$ cat src/rtl/key_expand128.sv
// rtl/key_expand128.sv - sequential AES-128 key expansion, one 32-bit word per cycle
//
// Purpose: produces the eleven AES-128 round keys from a cipher key. Each round
// key is presented downstream over rk_valid/rk_ready. The next round key is then
// built in place over four GEN cycles through a single four-byte SubWord stage.
//
// Ports:
//   clk        in   clock, all state on rising edge
//   rst_n      in   synchronous active-low reset
//   start      in   request an expansion (accepted only when idle)
//   key_in     in   128-bit cipher key, sampled in the accepting cycle
//   rk_ready   in   downstream accepts round_key this cycle
//   rk_valid   out  round_key / round_idx valid
//   round_key  out  current round key, w[4r] in [127:96]
//   round_idx  out  round number of round_key (0..10)
//   busy       out  high from accept until the final handshake
//   done       out  one-cycle pulse after the last round key is taken
module key_expand128 #(
  parameter int BYTE   = 8,
  parameter int DWORD  = 32,
  parameter int LENGTH = 128,
  parameter int ROUNDS = 10
) (
  input  logic              clk,
  input  logic              rst_n,
  input  logic              start,
  input  logic [LENGTH-1:0] key_in,
  input  logic              rk_ready,
  output logic              rk_valid,
  output logic [LENGTH-1:0] round_key,
  output logic [3:0]        round_idx,
  output logic              busy,
  output logic              done
);

  typedef enum logic [1:0] {S_IDLE, S_PRESENT, S_GEN} state_e;

  function automatic logic [7:0] xtime(input logic [7:0] x);
    return {x[6:0], 1'b0} ^ (x[7] ? 8'h1b : 8'h00);
  endfunction

  function automatic logic [7:0] gf_mul(input logic [7:0] a, input logic [7:0] b);
    logic [7:0] p;
    logic [7:0] t;
    p = 8'h00;
    t = a;
    for (int i = 0; i < 8; i++) begin
      if (b[i]) p = p ^ t;
      t = xtime(t);
    end
    return p;
  endfunction

  // S-box as multiplicative inverse (x^254, which maps 0 to 0) followed by
  // the AES affine transform; avoids carrying a 256-entry table.
  function automatic logic [7:0] sbox(input logic [7:0] x);
    logic [7:0] sq;
    logic [7:0] inv;
    sq  = x;
    inv = 8'h01;
    for (int i = 1; i < 8; i++) begin
      sq  = gf_mul(sq, sq);
      inv = gf_mul(inv, sq);
    end
    return inv ^ {inv[6:0], inv[7]} ^ {inv[5:0], inv[7:6]}
               ^ {inv[4:0], inv[7:5]} ^ {inv[3:0], inv[7:4]} ^ 8'h63;
  endfunction

  state_e           state_q, state_d;
  logic [DWORD-1:0] rk0_q, rk1_q, rk2_q, rk3_q;
  logic [DWORD-1:0] rk0_d, rk1_d, rk2_d, rk3_d;
  logic [7:0]       rcon_q, rcon_d;
  logic [1:0]       j_q, j_d;
  logic [3:0]       round_q, round_d;
  logic             done_q, done_d;

  logic [DWORD-1:0] rot_w;
  logic [DWORD-1:0] sub_w;

  // RotWord of the last word of the previous round: byte a moves to the LSBs.
  assign rot_w = {rk3_q[DWORD-BYTE-1:0], rk3_q[DWORD-1 -: BYTE]};

  for (genvar b = 0; b < DWORD / BYTE; b++) begin : g_sub_word
    assign sub_w[b*BYTE +: BYTE] = sbox(rot_w[b*BYTE +: BYTE]);
  end

  always_comb begin
    state_d = state_q;
    rk0_d   = rk0_q;
    rk1_d   = rk1_q;
    rk2_d   = rk2_q;
    rk3_d   = rk3_q;
    rcon_d  = rcon_q;
    j_d     = j_q;
    round_d = round_q;
    done_d  = 1'b0;
    case (state_q)
      S_IDLE: begin
        if (start) begin
          {rk0_d, rk1_d, rk2_d, rk3_d} = key_in;
          round_d = 4'd0;
          rcon_d  = 8'h01;
          state_d = S_PRESENT;
        end
      end
      S_PRESENT: begin
        if (rk_ready) begin
          if (round_q == 4'(ROUNDS)) begin
            state_d = S_IDLE;
            done_d  = 1'b1;
          end else begin
            state_d = S_GEN;
            j_d     = 2'd0;
          end
        end
      end
      S_GEN: begin
        // Words update in place, so each step reads the word written the
        // cycle before; rk3 is untouched until the last step.
        case (j_q)
          2'd0: rk0_d = rk0_q ^ sub_w ^ {rcon_q, {(DWORD-BYTE){1'b0}}};
          2'd1: rk1_d = rk1_q ^ rk0_q;
          2'd2: rk2_d = rk2_q ^ rk1_q;
          2'd3: begin
            rk3_d   = rk3_q ^ rk2_q;
            round_d = round_q + 4'd1;
            rcon_d  = xtime(rcon_q);
            state_d = S_PRESENT;
          end
        endcase
        j_d = j_q + 2'd1;
      end
      default: state_d = S_IDLE;
    endcase
  end

  always_ff @(posedge clk) begin
    if (!rst_n) begin
      state_q <= S_IDLE;
      rk0_q   <= '0;
      rk1_q   <= '0;
      rk2_q   <= '0;
      rk3_q   <= '0;
      rcon_q  <= 8'h01;
      j_q     <= 2'd0;
      round_q <= 4'd0;
      done_q  <= 1'b0;
    end else begin
      state_q <= state_d;
      rk0_q   <= rk0_d;
      rk1_q   <= rk1_d;
      rk2_q   <= rk2_d;
      rk3_q   <= rk3_d;
      rcon_q  <= rcon_d;
      j_q     <= j_d;
      round_q <= round_d;
      done_q  <= done_d;
    end
  end

  assign rk_valid  = (state_q == S_PRESENT);
  assign busy      = (state_q != S_IDLE);
  assign done      = done_q;
  assign round_key = {rk0_q, rk1_q, rk2_q, rk3_q};
  assign round_idx = round_q;

endmodule
$ cat config.mk
export PLATFORM = sky130hd
export DESIGN_NAME = key_expand128
export DESIGN_NICKNAME = d
export VERILOG_FILES = /design/src/rtl/key_expand128.sv
export SDC_FILE = /design/constraint.sdc
export NUM_CORES = 2
export LEC_CHECK = 0
export CORE_MARGIN = 3
export CORE_UTILIZATION = 70
export DETAILED_ROUTE_END_ITERATION = 7
export PLACE_DENSITY = 0.9
export SYNTH_ARGS = -nofsm -noshare
export SYNTH_HDL_FRONTEND = slang
export SYNTH_SLANG_ARGS = --single-unit
$ cat constraint.sdc
create_clock -name clk -period 45 [get_ports clk]
set_input_delay 11.25 -clock clk [delete_from_list [all_inputs] [get_ports clk]]
set_output_delay 11.25 -clock clk [all_outputs]
set_load 0.01 [all_outputs]
==> out/results.tsv <==
metric	value	unit
cell with the biggest individual delay on the critical path	and2_1	
total of max-cap violations	0	
number of global-route vias before repair	59978	
violated checks	DRC	
critical path start-end classification	reg2reg	
Clock Skew	0.02263	ns
average size of a mapped cell	7.507	sq um
post-detailed-route DRC marker count	12	
peak clock frequency supported by timing	53.86	MHz
highest-count cells in the layout ignoring fill and taps	xnor2_1, nor2_1, nand2_1, a21oi_1, o21ai_0	
Final setup violation count	0	
Min-Delay Path Class	reg2reg	
number of core rows	110	
RSZ-0062 raised after global routing	false	
effective utilization at floorplan	71.23	%
CP endpoint kind	flip-flop	
clock latency on the worst-skew pair	0.54	ns
Worst-Margin Slew	1.370	ns
number of nets still failing antenna checks after routing	0	
cell count after synthesis	8606	
Arr. time, crit path	19.00	ns
Post-CTS Resized	0	
leading post-synthesis cells by cell area	xnor2_1, xnor3_1, nor2_1	
combinational family with the most area after synthesis	XOR/XNOR gates	
post-CTS setup buffers	0	
footprint of the flip-flops and latches	2903	sq um
share of synthesized area occupied by flip-flops and latches	4.493	%
placeable core area	90700	sq um
arithmetic-cell share of the synthesized area counting full adders, half adders and majority gates	0.5461	%
CP max stage delay	0.91	ns
ratio of final minimum period to clock period	41.26	%
final weighted congestion in routability-driven placement	1.013	
routed length per placed instance	21.54	um
syn_nets	8763	
Die H	309.8	um
number of sinks driven by the clock tree	145	
post-DP HPWL	151500	um
count of boundary I/O pins	267	
Worst-path clk slew	0.08	ns
area share of and/or/nand/nor cells after synthesis	20.43	%
synthesized area	64610	sq um
Layout fillers	6765	
r2r startpoint	rk3_q[15]$_SDFFE_PN0P_	
most frequent standard cell in the layout excluding fill and tap cells	xnor2_1	
Die Area	95980	sq um
Synth Flop Type	dfxtp_1	
multiplexer share of the synthesized area	3.794	%
clock period minus worst slack	18.57	ns
max_slew headroom	7.998	%
synth warn	0	
Detailed Route WL	209000	um
first-pass detailed-route iteration total	8	
Compound-Gate Fraction of Synth Area	19.20	%
Cell variety after synth	134	
total congestion overflow	0	
Hold Violations, Final	0	
Layout Nets	8666	
initial antenna violation count	12	
setup tns final	0	ns
post-synthesis xor/xnor area fraction	45.93	%
CP startpoint	rk3_q[15]$_SDFFE_PN0P_	
Total Routing Usage GR	41.60	%
number of buffers inserted for hold repair after clock tree synthesis	0	
vias	65231	
number of levels the H-tree was split into	4	
ratio of cells with drive above 1 in the final layout	9.235	%
buffers from clock root to sink, at most	2	
synthesized flop and latch total	145	
footprint of the multi-input gates	58440	sq um
count of flip-flops with a built-in enable after synthesis	0	
number of DRC markers in iteration 0	9471	
TritonCTS clock tree	yes	
status	complete, but fails checks	
chip width	309.8	um
largest fanout of any net on the critical path	20	
data required time of the worst path	45.43	ns
TritonCTS buffer count	17	
# port buffers	266	
area share of the leading cell type in the synthesized netlist	20.86	%
detail-routed via count per cell	6.722	
Setup crit start kind	flip-flop	
dominant cell type by area after synthesis	xnor2_1	
FFs w/ async S/R, synth	0	%
Worst Min Path Start	rk0_q[7]$_SDFFE_PN0P_	
fin. max-slew vios	0	
pin count of the biggest net entering global routing	87	
root buffer cell	clkbuf_16	
most frequent cell on the critical path	xnor3_1	
Syn-to-layout area delta	5.425	%
global-route wire length before repair	325700	um
## per-stage QoR
step | utilization [%] | area [sq um] | cells | setup slack, ns | hold slack, ns
6_report | 75.10 | 68110 | 9704 | 26.43 | 0.4993
5_1_grt | 75.08 | 68100 | 9700 | 25.45 | 0.5292
4_1_cts | 75.08 | 68100 | 9698 | 26.79 | 0.4990
3_5_place_dp | 74.46 | 67530 | 9666 | 26.85 | 0.4897
3_3_place_gp | 74.46 | 67530 | 9666 | 27.10 | 0.4748
2_1_floorplan | - | 64610 | 8606 | 30.13 | 0.4748
## path summary, 6_finish.rpt
path / endpoint / slack, ns / cells after the start
worst max-delay path: rk0_q[16]$_SDFFE_PN0P_ / 26.43 / 48
worst min-delay path: rk0_q[7]$_SDFFE_PN0P_ / 0.50 / 2
worst max register to register: rk0_q[16]$_SDFFE_PN0P_ / 26.43 / 48
worst min register to register: rk0_q[7]$_SDFFE_PN0P_ / 0.50 / 2
## logic make-up (layout without fill, tap and decap cells)
group                      Yosys count  count (layout)
xor gates and xnor gates          2533            2533
adders and majority gates           29              29
DFF                                145             145
muxes                              232             232
and+or+nand+nor                   3011            3011
other                                0               6
AOI/OAI and AO/OA                 1950            1950
buffers and inverters              706             622
## worst max-delay path: cells and delay by family, from the launching register on
family | cells | cell delay, ns
XOR/XNOR | 25 | 11.21
AND/OR/NAND/NOR | 10 | 2.36
AO/OA/AOI/OAI | 5 | 1.49
multiplexers | 4 | 1.22
adder cells (fa/ha/maj) | 2 | 1.05
flip-flops | 1 | 0.78
buffers and inverters | 2 | 0.34
## cell type report
cell class                 count  share of cell area, %
multi-input combinational   7755                  85.80
antenna                        6                0.02204
tap                         1176                  2.160
clock buffer                  17                 0.6246
timing repair buffer         489                  6.367
inverter                     101                 0.5640
sequential                   145                  4.262
clock inverter                15                 0.2002
## routing by layer
layer / routed length [um] / global-route usage, %
met1: 79270 / 54.51
met2: 90730 / 63.71
met3: 28900 / 11.71
met4: 10070 / 19.00
met5: 54 / 0
## Yosys cell counts, drive strengths merged (52+ instances only)
master / n
mux2i: 184
a21oi: 577
a211oi: 93
o21ai: 498
xnor3: 365
clkbuf: 381
xnor2: 1667
or2: 97
a22oi: 128
xor2: 455
and2: 64
dfxtp: 145
nor2b: 53
buf: 222
nand3: 182
a31oi: 81
nand2: 922
and3: 52
o22ai: 127
nor3: 194
nor2: 1239
inv: 91
o211ai: 76
## state kept, by name, summed over array words and instances, names as in the netlist, 2 cells and up
signal,cells
rk1_q,32
round_idx,4
rk3_q,32
state_q,2
rcon_q,8
j_q,2
rk0_q,32
rk2_q,32
Power is not shown: default switching activity piles up to over one toggle a cycle in this logic, so the estimate is an artifact.
